[src/rtl/requant_packer.sv]
// Packs a stream of narrow requantized samples LSB-first into wide words and
// buffers completed words in a small FIFO toward a ready/valid consumer.
module requant_packer #(
   parameter int unsigned Sample_bits = 6,
   parameter int unsigned Word_bits   = 32,
   parameter int unsigned Fifo_depth  = 4
) (
   input  logic                   clk_i,
   input  logic                   rst_ni,
   input  logic [Sample_bits-1:0] data_in,
   input  logic                   data_valid_i,
   input  logic                   flush_i,
   output logic [Word_bits-1:0]   word_o,
   output logic                   word_valid_o,
   input  logic                   word_ready_i,
   output logic                   overflow_o,
   output logic [15:0]            word_cnt_o
);

   localparam int unsigned AccW  = Word_bits + Sample_bits;
   localparam int unsigned FillW = $clog2(AccW);
   localparam int unsigned PtrW  = (Fifo_depth > 1) ? $clog2(Fifo_depth) : 1;
   localparam int unsigned CntW  = PtrW + 1;

   logic [AccW-1:0]      acc_q, acc_d, acc_ext;
   logic [FillW-1:0]     fill_q, fill_d, fill_sum;
   logic                 pend_q, pend_d;
   logic                 push_req, push_en, pop, full;
   logic [Word_bits-1:0] push_word;

   logic [Word_bits-1:0] mem_q [Fifo_depth];
   logic [PtrW-1:0]      wr_ptr_q, rd_ptr_q, rd_ptr_d;
   logic [CntW-1:0]      count_q, count_d;
   logic [Word_bits-1:0] head_d, word_q;
   logic                 valid_q, ovf_q;
   logic [15:0]          cnt_q;

   // Packer: merge sample at the fill offset, emit a word on overrun or flush
   always_comb begin
      acc_ext   = acc_q | (AccW'(data_in) << fill_q);
      fill_sum  = fill_q + FillW'(Sample_bits);
      acc_d     = acc_q;
      fill_d    = fill_q;
      pend_d    = pend_q;
      push_req  = 1'b0;
      push_word = '0;
      if (data_valid_i) begin
         if (flush_i) pend_d = 1'b1;
         if (fill_sum >= FillW'(Word_bits)) begin
            push_req  = 1'b1;
            push_word = acc_ext[Word_bits-1:0];
            acc_d     = acc_ext >> Word_bits;
            fill_d    = fill_sum - FillW'(Word_bits);
         end else begin
            acc_d  = acc_ext;
            fill_d = fill_sum;
         end
      end else if (flush_i || pend_q) begin
         pend_d = 1'b0;
         // Bits above fill are always zero, so the partial word is already padded
         if (fill_q != '0) begin
            push_req  = 1'b1;
            push_word = acc_q[Word_bits-1:0];
            acc_d     = '0;
            fill_d    = '0;
         end
      end
   end

   // FIFO control; head word is re-registered so outputs come straight from flops
   always_comb begin
      full     = (count_q == CntW'(Fifo_depth));
      pop      = valid_q && word_ready_i;
      push_en  = push_req && (!full || pop);
      rd_ptr_d = pop ? rd_ptr_q + PtrW'(1) : rd_ptr_q;
      count_d  = count_q + CntW'(push_en) - CntW'(pop);
      head_d   = (push_en && (wr_ptr_q == rd_ptr_d)) ? push_word : mem_q[rd_ptr_d];
   end

   always_ff @(posedge clk_i or negedge rst_ni) begin
      if (!rst_ni) begin
         acc_q    <= '0;
         fill_q   <= '0;
         pend_q   <= 1'b0;
         wr_ptr_q <= '0;
         rd_ptr_q <= '0;
         count_q  <= '0;
         word_q   <= '0;
         valid_q  <= 1'b0;
         ovf_q    <= 1'b0;
         cnt_q    <= '0;
         for (int i = 0; i < Fifo_depth; i++) mem_q[i] <= '0;
      end else begin
         acc_q    <= acc_d;
         fill_q   <= fill_d;
         pend_q   <= pend_d;
         rd_ptr_q <= rd_ptr_d;
         count_q  <= count_d;
         word_q   <= head_d;
         valid_q  <= (count_d != '0);
         if (push_en) begin
            mem_q[wr_ptr_q] <= push_word;
            wr_ptr_q        <= wr_ptr_q + PtrW'(1);
            cnt_q           <= cnt_q + 16'd1;
         end
         if (push_req && !push_en) ovf_q <= 1'b1;
      end
   end

   assign word_o       = word_q;
   assign word_valid_o = valid_q;
   assign overflow_o   = ovf_q;
   assign word_cnt_o   = cnt_q;

endmodule

[config.mk]
export PLATFORM = sky130hd
export DESIGN_NAME = requant_packer
export DESIGN_NICKNAME = d
export VERILOG_FILES = /design/src/rtl/requant_packer.sv
export SDC_FILE = /design/constraint.sdc
export NUM_CORES = 1
export LEC_CHECK = 0
export ABC_AREA = 1
export BUFFER_PORTS_ARGS = -buffer_cell sky130_fd_sc_hd__buf_2
export CORE_ASPECT_RATIO = 0.5
export CORE_MARGIN = 3
export CORE_UTILIZATION = 45
export CTS_CLUSTER_DIAMETER = 40
export CTS_CLUSTER_SIZE = 30
export DETAILED_ROUTE_END_ITERATION = 12
export GPL_TIMING_DRIVEN = 0
export PLACE_DENSITY_LB_ADDON = 0.15
export SLEW_MARGIN = 20
export SYNTH_ARGS = -nofsm -noshare
export SYNTH_HDL_FRONTEND = slang
export SYNTH_SLANG_ARGS = --single-unit
[constraint.sdc]
create_clock -name clk_i -period 3.5 [get_ports clk_i]
set_input_delay 0.175 -clock clk_i [delete_from_list [all_inputs] [get_ports clk_i]]
set_output_delay 0.175 -clock clk_i [all_outputs]
set_load 0.02 [all_outputs]
# Word-level counts from Yosys, hierarchy flattened

Index checks and enable logic that the tools add are counted.

Add/subtract/negate cells: 7
Shift-type cells: 1
Multiplexer cells: 27
Bitwise logic cells: 3
Magnitude comparators: 4
Eq/ne operators: 3
Reduce and logical (&&, ||, !) cells: 15

Operator list:

| cell                  | number |
|---|---|
| $mux 32               | 8 |
| $mux 38               | 4 |
| $bwmux 128            | 1 |
| $bmux 32 s2           | 1 |
| $demux 32 s2          | 1 |
| $or 38x38->38         | 1 |
| $shl 6x6->38          | 1 |
| $mux 6                | 4 |
| $add 16x1->16 const B | 1 |
| $mux 1                | 7 |
| $add 6x3->6 const B   | 1 |
| $ge 3x3->1 const B    | 2 |
| $ge 6x6->1 const B    | 1 |
| $not 2->3             | 2 |
| $reduce_bool 6->1     | 1 |
| $sub 6x6->6 const B   | 1 |
| $logic_and 1x1->1     | 5 |
| $add 2x1->2 const B   | 2 |
| $reduce_and 2->1      | 2 |
| $reduce_bool 2->1     | 2 |
| $add 3x1->3           | 1 |
| $eq 3x3->1 const B    | 1 |
| $lt 3x1->1 const B    | 1 |
| $reduce_bool 3->1     | 1 |
| 6 further kinds       | 8 |

Output and inout port bits: 50
Flip-flop bits (word level): 230
Logic and storage cells: 74
Bits of input ports: 11

# Logic depth before layout (Yosys ltp)

Gate-level depths: netlist (run 1).

Depth after elaboration: 8
Gate-level depth with buffers: 17
Gate-level depth less buffers: 13

# Worst setup path after synthesis (run 1)

OpenSTA, ideal clock, no wires.

Path kind: reg2reg
Start: register fill_q[2]
End: register valid_q, in the netlist word_valid_o
Path slack: 0.533 ns
Arrival: 2.836 ns
Buffers on the path: 4
Required time: 3.369 ns
Stages on the path, launching flop included: 17
Period minus slack after synthesis: 2.967 ns
Library setup time: 0.131 ns
Cells stage by stage: dfrtp_1 > buf_4 > inv_1 > buf_2 > ha_1 > inv_1 > nand4_1 > nand3_4 > nand2_4 > nand2_4 > buf_12 > inv_8 > buf_6 > ha_1 > fa_1 > xor2_1 > or3_1

Longest elaborated chain between the ends: 8
Elaborated cells between the ends (all ways): 11
Those cells by class: add/sub: 3; order compare: 1; mux: 4; reduce/logical: 3

RTL lines:

| item                                                    | RTL line | source |
|---|---|---|
| start: declaration                                      | 26       | `logic [FillW-1:0] fill_q, fill_d, fill_sum;` |
| start signal: assignment                                | 95       | `fill_q <= fill_d;` |
| $add 6x3->6 / $reduce_bool 6->1 (equally long branches) | 41, 61   |  |
| $ge 6x6->1 / $mux 1 (equally long branches)             | 49, 61   |  |
| $mux 1 (on tied branches)                               | 49, 58   |  |
| $mux 1 *                                                | 47       | `if (data_valid_i) begin` |
| $logic_and 1x1->1 *                                     | 74       | `push_en = push_req && (!full \|\| pop);` |
| named net push_en                                       | 28       | `logic push_req, push_en, pop, full;` |
| $add 3x1->3 *                                           | 76       | `count_d = count_q + CntW'(push_en) - CntW'(pop);` |
| $sub 3x1->3 *                                           | 76       |  |
| named net count_d[2]                                    | 33       | `logic [CntW-1:0] count_q, count_d;` |
| $reduce_bool 3->1 *                                     | 100      | `valid_q <= (count_d != '0);` |
| end signal: assignment                                  | 100      |  |
| end: declaration                                        | 35       | `logic valid_q, ovf_q;` |

Mark *: on every way through the listed nets, which the timed path passes. The rest lies on a longest branch.
A chain may end at the register's enable or synchronous reset.

# Final worst setup path (run 1)

Same ends and word-level chain as after synthesis.

==> results of run 1 <==
-- flip-flops by register name, summed over array words and instances (netlist names) --
name,count
acc_q,38
count_q,3
fill_q,5
mem_q,128
overflow_o,1
pend_q,1
rd_ptr_q,2
word_cnt_o,16
word_o,32
word_valid_o,1
wr_ptr_q,2
-- critical path, stage by stage, from the launching register on --
cell     delay, ns
dfrtp_1       0.35
buf_4         0.18
inv_1         0.10
buf_2         0.22
ha_1          0.21
inv_1         0.07
nand3_1       0.09
nand2_2       0.08
nand3_4       0.17
nand2_4       0.12
nand2_4       0.10
buf_12        0.19
inv_8         0.06
buf_6         0.14
ha_1          0.22
fa_1          0.38
xor2_1        0.18
or3_1         0.32
-- cell usage after synthesis, types with 4 or more instances --
cell      instances
buf_1             6
nand3_1          71
a22o_1            4
inv_1           123
o21ai_2           7
buf_6            11
a21oi_1           6
inv_2             4
buf_4             5
ha_1              8
buf_2            24
nand3_2           7
xor2_1            6
a22oi_1           4
o21ai_0         149
nor2_1          121
nand2_2           6
nor2_4            5
o211ai_1         16
nand2_1         485
xnor2_1           4
dfrtp_1         229
clkbuf_1         29
o21ai_1          80
nand4_1          36
nor3_1            6
-- cell type report --
cell class	instances	area, µm²	share of cell area
sequential	229	5730	0.434
multi-input combinational	1038	4870	0.369
clock buffer	28	667	0.0505
inverter	129	492	0.0372
buffer	78	443	0.0335
tap	336	420	0.0318
timing repair buffer	63	375	0.0284
clock inverter	16	211	0.0160
-- metal layers --
metal	routed length (µm)	share of wire	vias up
met1	16800	0.47	5070
met4	541	0.015	0
met2	14700	0.41	400
met5	0	0	-
met3	3740	0.10	46
li1	-	-	4917
-- power breakdown --
part	total (mW)	internal, mW	leakage [nW]	switching, mW
Clock	2.77	1.52	0.425	1.25
Combinational	5.00	1.40	3.28	3.59
Sequential	3.72	3.35	3.10	0.366
Total	11.5	6.27	6.80	5.21
-- cell families (layout without fill, tap and decap cells) --
kind of cell | count (synthesis) | after routing
DFF | 229 | 229
buffers and inverters | 207 | 314
xor gates and xnor gates | 11 | 11
AOI/OAI and AO/OA | 271 | 271
and+or+nand+nor | 747 | 747
adders and majority gates | 9 | 9
-- how the worst max path moves through the flow --
stage                              to  cells past startpoint
6_report       word_valid_o$_DFF_PN0_                     17
5_1_grt        word_valid_o$_DFF_PN0_                     17
4_1_cts        word_valid_o$_DFF_PN0_                     16
3_5_place_dp   word_valid_o$_DFF_PN0_                     16
3_3_place_gp    mem_q[22]$_DFFE_PN0P_                      1
2_1_floorplan  word_valid_o$_DFF_PN0_                     16
-- repair_timing --
action / in CTS / in global routing
resized for setup: 0 / 0
endpoints found under the hold margin: 69 / 0
endpoints found under the setup margin: 0 / 1
hold buffers: 1 / 0
==> results.toml, run 1 <==
[yosys]
syn_nets = 1494
netlist.area_leader.share = 0.497
ys_ff_latch = 229
synth.area.top_cells = "dfrtp_1, nand2_1, o21ai_0"
yosys_warnings = 0
synthArstFlopShare = 1.00
synth_xor_area_frac = 0.00900
synth_ff_type = "dfrtp_1"
synth_top_area_cell = "dfrtp_1"
synth_edf_count = 0
avgSynthCellArea_um2 = 7.83
synth.area.mux_share = 0
synth_simple_gate_area_share = 0.276
netlist_area_um2 = 11500
synth_fa_ha_area_frac = 0.0104
synth_compound_gate_area_share = 0.127
synth_top_family_by_area = "simple AND/OR/NAND/NOR gates"
seq_area_frac_synth = 0.497
ys_types = 41
synthCells = 1474

[route]
via_per_inst = 5.44
route.detailed.drc = 0
totalWireLength_um = 35800
drtPass1Iterations = 5
final_antenna_net_count = 0
vias = 10433
wl_per_cell_um = 18.7
first_iter_violations = 1243

[sta]
maxSlewViolCount = 0
relSlewSlack = 0.459
finalHoldViolations = 0
fin_hold_ws_ns = 0.0919
fin_skew_ns = 0.0228
worstMarginPinSlew_ns = 0.811
fin_ws_ns = 0.204
period_needed_ns = 3.30
rsz0062_at_grt = "no"
setup-tns-final_ns = 0
finalSetupViolCount = 0
fin_crit_sh = 0.942
fmax_mhz = 303

[cells_and_area]
syn_to_final_growth_pct = 14.5
antenna_cells = 0
final_cell_mix = "nand2_1, dfrtp_1, o21ai_0"
final_common_cell = "nand2_1"
stdcell_count = 1917
finalInstanceArea_um2 = 13200
drive_above_1_share = 0.120
final_nets = 1583
nFillCells = 2332
final_core_util = 0.538

[worst_setup_path]
startpoint = "fill_q[2]$_DFFE_PN0P_"
critPathLaunchType = "register"
crit_fanout = 10
timing.rr.end = "word_valid_o$_DFF_PN0_"
cp_data_arrival_time_ns = 3.71
worst-setup-path-type = "reg2reg"
rrSetupSlack_ns = 0.20
ff2ff_path_depth = 17
worst_setup_path_end_kind = "register"
reg2reg_from = "fill_q[2]$_DFFE_PN0P_"
crit_required_ns = 3.91

[grt]
use_met1 = 0.396
grt.overflow.total = 0
grtUsageMet2 = 0.368
antenna_found_initial = 0
grt_start_max_net_pins = 89
busiest_layer = "met1"
use_met3 = 0.0846
grt_pass1_vias = 9707
track_usage = 0.262
grt_pass1_wl_um = 56100

[die]
num_rows = 40
die_w_um = 232
io_pins = 61
die_area_um2 = 27700
core_area_um2 = 24600
start_util = 0.470
dieHeight_um = 119

[cts]
post_cts_buffers = 0
htreeDepth = 1
numCtsBuffers = 24
cts_tree = "done"
clk_path_buf_depth = 3
cts.sinks = 229
worstSkewPairLatency_ns = 0.54
clk_pin_slew_ns = 0.07
root_buffer = "clkbuf_16"

[power_and_ir_drop]
power.density_nw_per_um2 = 869
cellLeakagePower_nw = 6.80
irDropWorstVdd_uv = 373
totalPowerFinal_mw = 11.5

[hold_path]
holdPathStages = 3
hold_path.class = "in2reg"
hold_start = "data_valid_i"
min_to = "fill_q[3]$_DFFE_PN0P_"

[place]
io_buffers = 60
placed_cell_area_um2 = 12300
dpl.cell_count = 1872
pre_cts_slack_ns = 0.208
gp_congestion = 0.922
hpwl_um = 25600

[run]
cap_violations = 0

[outcome]
status = "completed"
No activity file was read; power rests on OpenSTA's default activity.
==> run 2: changes to the inputs <==
- BUFFER_PORTS_ARGS: -buffer_cell sky130_fd_sc_hd__buf_2 -> -buffer_cell sky130_fd_sc_hd__buf_4
- CTS_CLUSTER_SIZE: 30 -> 24
==> results.toml, run 2 (synthesized netlist as in run 1, its figures left out) <==
[sta]
finalSetupViolCount = 0
finalHoldViolations = 0
fmax_mhz = 307
relSlewSlack = 0.456
fin_crit_sh = 0.930
rsz0062_at_grt = "no"
maxSlewViolCount = 0
setup-tns-final_ns = 0
period_needed_ns = 3.26
fin_skew_ns = 0.0143
worstMarginPinSlew_ns = 0.816

[die]
die_w_um = 232
dieHeight_um = 119
io_pins = 61
start_util = 0.470
core_area_um2 = 24600
die_area_um2 = 27700
num_rows = 40

[place]
io_buffers = 60
hpwl_um = 25700
gp_congestion = 0.939

[power_and_ir_drop]
totalPowerFinal_mw = 11.6
cellLeakagePower_nw = 6.83
irDropWorstVdd_uv = 392
power.density_nw_per_um2 = 868

[worst_setup_path]
max_stage_delay_ns = 0.37
cp_num_buf_inv = 7
crit_required_ns = 3.93
worst_setup_path_end_kind = "register"
crit_fanout = 10
cp_data_arrival_time_ns = 3.68
worstPathCellList = "buf_4, inv_1, clkbuf_4, ha_1, inv_1, nand4_1, nand3_4, nand2_4, nand2_4, buf_12, inv_8, buf_6, ha_1, fa_1, xor2_1, or3_1"
path_delay_family = "buffers and inverters"
worst-setup-path-type = "reg2reg"
critPathLaunchType = "register"
cp_slowest_cell = "fa_1"

[cells_and_area]
drive_above_1_share = 0.122
final_nets = 1587
final_cell_mix = "nand2_1, dfrtp_1, o21ai_0"
final_core_util = 0.544
largest_register = "mem_q"
syn_to_final_growth_pct = 15.8
largest_reg_flops = 128
antenna_cells = 0
final_common_cell = "nand2_1"

[hold_path]
hold_path.class = "in2reg"

[cts]
htreeDepth = 1
cts_tree = "done"
root_buffer = "clkbuf_16"
numCtsBuffers = 25
worstSkewPairLatency_ns = 0.56
cts.sinks = 229
clk_pin_slew_ns = 0.06
clk_path_buf_depth = 3

[outcome]
status = "completed"

[grt]
antenna_found_initial = 1
grt_start_max_net_pins = 95
track_usage = 0.266
grt_pass1_wl_um = 56700
grt_pass1_vias = 9781
grt.overflow.total = 0

[route]
wl_per_cell_um = 18.8
route.detailed.drc = 0
final_antenna_net_count = 0
vias = 10498
via_per_inst = 5.46
drtPass1Iterations = 6
first_iter_violations = 1292
totalWireLength_um = 36200

[run]
cap_violations = 0
-- run 2: cell types whose count changed in the layout (fill, tap and decap cells not counted) --
cell	previous run	this run
buf_4	5	67
clkinv_8	7	2
clkbuf_4	0	1
inv_8	2	4
clkinv_2	1	2
buf_2	83	23
clkinv_4	0	4
clkbuf_1	29	30
clkbuf_8	3	2
-- run 2: per-stage QoR --
| step | area (µm²) | cells | setup slack, ns | hold slack [ns] |
|---|---|---|---|---|
| global placement | 12400 | 1870 | 0.246 | 0.457 |
| CTS | 13300 | 1919 | 0.179 | 0.00732 |
| finish | 13400 | 1922 | 0.244 | 0.0172 |
| detailed placement | 12500 | 1872 | 0.183 | 0.167 |
| floorplan | 11500 | 1474 | 0.533 | -0.121 |
| global route | 13400 | 1922 | 0.0383 | 0.0114 |
-- run 2: cell type report --
cell class	count	area [µm²]
clock inverters	18	193
flip-flops and latches	229	5730
inverters	129	492
repair buffers	66	546
plain buffers	78	445
fillers	2325	11200
multi-input cells	1038	4870
well taps	336	420
clock buffers	28	657
-- run 2: path summary, 6_finish.rpt --
path | cells past startpoint | slack [ns] | start | to
worst min register to register | 2 | 0.48 | mem_q[43]$_DFFE_PN0P_ | mem_q[43]$_DFFE_PN0P_
worst max-delay path | 16 | 0.24 | fill_q[2]$_DFFE_PN0P_ | word_valid_o$_DFF_PN0_
min in group asynchronous | 2 | 0.15 | rst_ni | fill_q[1]$_DFFE_PN0P_
worst max register to register | 16 | 0.24 | fill_q[2]$_DFFE_PN0P_ | word_valid_o$_DFF_PN0_
worst min-delay path | 3 | 0.02 | data_valid_i | fill_q[3]$_DFFE_PN0P_
max in group asynchronous | 4 | 2.16 | rst_ni | mem_q[22]$_DFFE_PN0P_
-- run 2: worst reg2reg max path, cell delays in order, from the launching register on --
cell and delay (ns):
dfrtp_1 0.32, buf_4 0.18, inv_1 0.09, clkbuf_4 0.20
ha_1 0.22, inv_1 0.10, nand4_1 0.17, nand3_4 0.16
nand2_4 0.11, nand2_4 0.10, buf_12 0.19, inv_8 0.06
buf_6 0.15, ha_1 0.22, fa_1 0.38, xor2_1 0.18
or3_1 0.31
-- run 2: layer usage --
metal / wire [µm] / up-vias / track usage
li1: - / 4936 / -
met1: 16700 / 5047 / 0.407
met2: 14600 / 452 / 0.365
met3: 4190 / 61 / 0.0872
met4: 699 / 2 / 0.0495
met5: 7 / - / 0
-- run 2: power by group --
part / switching [mW] / internal (mW)
sequential: 0.381 / 3.35
combinational: 3.60 / 1.52
clock: 1.25 / 1.49
total: 5.24 / 6.36
-- run 2: repair_timing --
action	CTS	global route
hold endpoints to repair	65	0
hold buffers	1	0
gates resized for setup	0	1
endpoints found under the setup margin	0	1
setup buffers	0	3
==> run 3: changes to the inputs <==
- ABC_AREA: 1 -> unset
- CORE_ASPECT_RATIO: 0.5 -> 1.25
- CORE_UTILIZATION: 45 -> 60
==> results.toml, run 3 <==
[cells_and_area]
final_common_cell = "dfrtp_1"
drive_above_1_share = 0.202
final_nets = 1040
antenna_cells = 0
largest_reg_flops = 128
largest_register = "mem_q"
stdcell_count = 1258
syn_to_final_growth_pct = 17.0
nFillCells = 1198
final_cell_mix = "dfrtp_1, nand2_1, o21ai_0"

[die]
core_area_um2 = 16500
die_area_um2 = 18700
start_util = 0.622
num_rows = 52
die_w_um = 123
io_pins = 61
dieHeight_um = 152

[yosys]
synthArstFlopShare = 1.00
synth.most_common_cell = "dfrtp_1"
avgSynthCellArea_um2 = 11.1
synth_edf_count = 0
synth_common_cells = "dfrtp_1, nand2_1, o21ai_0, a21oi_1, o21ai_1"
ys_ff_latch = 229
netlist_area_um2 = 10200
yosys_warnings = 0
netlist.area_leader.share = 0.559
seq_area_frac_synth = 0.559
ys_types = 53
synthCells = 925
syn_nets = 945
synth_top_area_cell = "dfrtp_1"
synth.area.top_cells = "dfrtp_1, mux4_2, nand2_1"
synth_ff_type = "dfrtp_1"

[route]
first_iter_violations = 668
via_per_inst = 5.87
final_antenna_net_count = 0
vias = 7384
totalWireLength_um = 23800
drtPass1Iterations = 5
route.detailed.drc = 0
wl_per_cell_um = 18.9

[outcome]
status = "completed"

[grt]
grt.overflow.total = 0
antenna_found_initial = 0
grt_pass1_wl_um = 39200
track_usage = 0.264
grt_pass1_vias = 7436
grt_start_max_net_pins = 92

[sta]
fmax_mhz = 303
setup-tns-final_ns = 0
fin_crit_sh = 0.944
fin_skew_ns = 0.0111
maxSlewViolCount = 0
worstMarginPinSlew_ns = 1.10
finalSetupViolCount = 0
rsz0062_at_grt = "no"
period_needed_ns = 3.30
finalHoldViolations = 0
fin_ws_ns = 0.198
relSlewSlack = 0.259

[worst_setup_path]
worst_setup_path_end_kind = "register"
max_stage_delay_ns = 0.39
cp_slowest_cell = "fa_1"
worst-setup-path-type = "reg2reg"
crit_required_ns = 3.90
critPathLaunchType = "register"
cp_data_arrival_time_ns = 3.71
worstPathCellList = "buf_2, buf_6, inv_1, ha_2, and3b_4, mux2i_2, o21a_1, buf_4, buf_4, ha_1, fa_1, xnor2_1, xnor2_1, or3_1"
crit_fanout = 10

[place]
gp_congestion = 0.944
dpl.cell_count = 1203
io_buffers = 60
pre_cts_slack_ns = 0.173
hpwl_um = 15600

[cts]
htreeDepth = 1
worstSkewPairLatency_ns = 0.53
root_buffer = "clkbuf_16"
post_cts_buffers = 0
cts.sinks = 229
clk_pin_slew_ns = 0.06
clk_path_buf_depth = 3
cts_tree = "done"
numCtsBuffers = 28

[power_and_ir_drop]
p_sw_mw = 3.30
cellLeakagePower_nw = 5.53
p_sw_frac = 0.346
power.density_nw_per_um2 = 795
irDropWorstVdd_uv = 567
p_clk_frac = 0.298
power_frac_comb = 0.324
power.share.sequential = 0.378
p_int_mw = 6.24
totalPowerFinal_mw = 9.54

[hold_path]
hold_path.class = "in2reg"

[run]
cap_violations = 0
## run 3: cell count changes in the layout (fill, tap and decap cells not counted), sizes merged, moves of 12 or more
cell	change
o22ai	+12
a21oi	+47
nand4	-28
nand2	-338
nand3	-73
o211ai	-12
mux4	+32
mux2i	+40
o21ai	-98
inv	-87
nor2	-98
xnor2	+15
## run 3: cell type report
cell class | instances | area (µm²) | share of cell area
flip-flops and latches | 229 | 5730 | 0.478
multi-input cells | 591 | 3980 | 0.332
clock buffers | 38 | 790 | 0.0659
repair buffers | 65 | 543 | 0.0453
well taps | 216 | 270 | 0.0225
inverters | 49 | 184 | 0.0153
clock inverters | 14 | 139 | 0.0116
plain buffers | 56 | 350 | 0.0292
## run 3: critical path, delay by kind of cell, from the launching register on
kind                       cells  cell delay, ns
AOI/OAI and AO/OA              1            0.20
xor gates and xnor gates       2            0.30
adders and majority gates      3            0.83
and+or+nand+nor                2            0.54
DFF                            1            0.35
muxes                          1            0.17
buffers and inverters          5            0.79
## run 3: what timing repair did
action	4_1_cts	5_1_grt
endpoints found under the hold margin	59	0
endpoints found under the setup margin	0	1
gates resized for setup	0	1
hold buffers	3	0
## run 3: cells by family after synthesis
family / share of synthesized area
DFF: 0.559
and+or+nand+nor: 0.106
adders and majority gates: 0.0117
muxes: 0.112
xor gates and xnor gates: 0.0195
buffers and inverters: 0.0521
AOI/OAI and AO/OA: 0.139
## run 3: final timing paths
path / end / cells after the start / slack [ns] / start
max reg2reg: word_valid_o$_DFF_PN0_ / 14 / 0.20 / fill_q[1]$_DFFE_PN0P_
min in group asynchronous: word_o[5]$_DFF_PN0_ / 2 / 0.15 / rst_ni
min: acc_q[1]$_DFFE_PN0P_ / 3 / 0.05 / data_in[1]
min reg2reg: mem_q[109]$_DFFE_PN0P_ / 2 / 0.47 / mem_q[109]$_DFFE_PN0P_
max in group asynchronous: mem_q[58]$_DFFE_PN0P_ / 4 / 2.17 / rst_ni
max: word_valid_o$_DFF_PN0_ / 14 / 0.20 / fill_q[1]$_DFFE_PN0P_
## run 3: through the flow
stage | hold slack [ns] | utilization | area [µm²]
2_1_floorplan | -0.121 | - | 10200
3_3_place_gp | 0.456 | 0.666 | 11000
3_5_place_dp | 0.126 | 0.670 | 11000
4_1_cts | 0.0312 | 0.728 | 12000
5_1_grt | 0.0639 | 0.728 | 12000
6_report | 0.0463 | 0.728 | 12000
## run 3: power by group through the flow
| stage | registers (mW) | logic [mW] | clock network, mW |
|---|---|---|---|
| after floorplan | 3.71 | 2.05 | 0 |
| after global placement | 3.61 | 3.01 | 0 |
| after detailed placement | 3.64 | 3.08 | 0 |
| after CTS | 3.60 | 3.10 | 2.87 |
| after global routing | 3.67 | 3.37 | 2.99 |
| final | 3.60 | 3.09 | 2.84 |
## run 3: metal layers
| metal | part of all wire | track usage | routed length (µm) |
|---|---|---|---|
| met4 | 0.024 | 0.0742 | 564 |
| met2 | 0.52 | 0.444 | 12500 |
| met3 | 0.046 | 0.0305 | 1090 |
| met5 | 0 | 0 | 0 |
| met1 | 0.41 | 0.365 | 9680 |
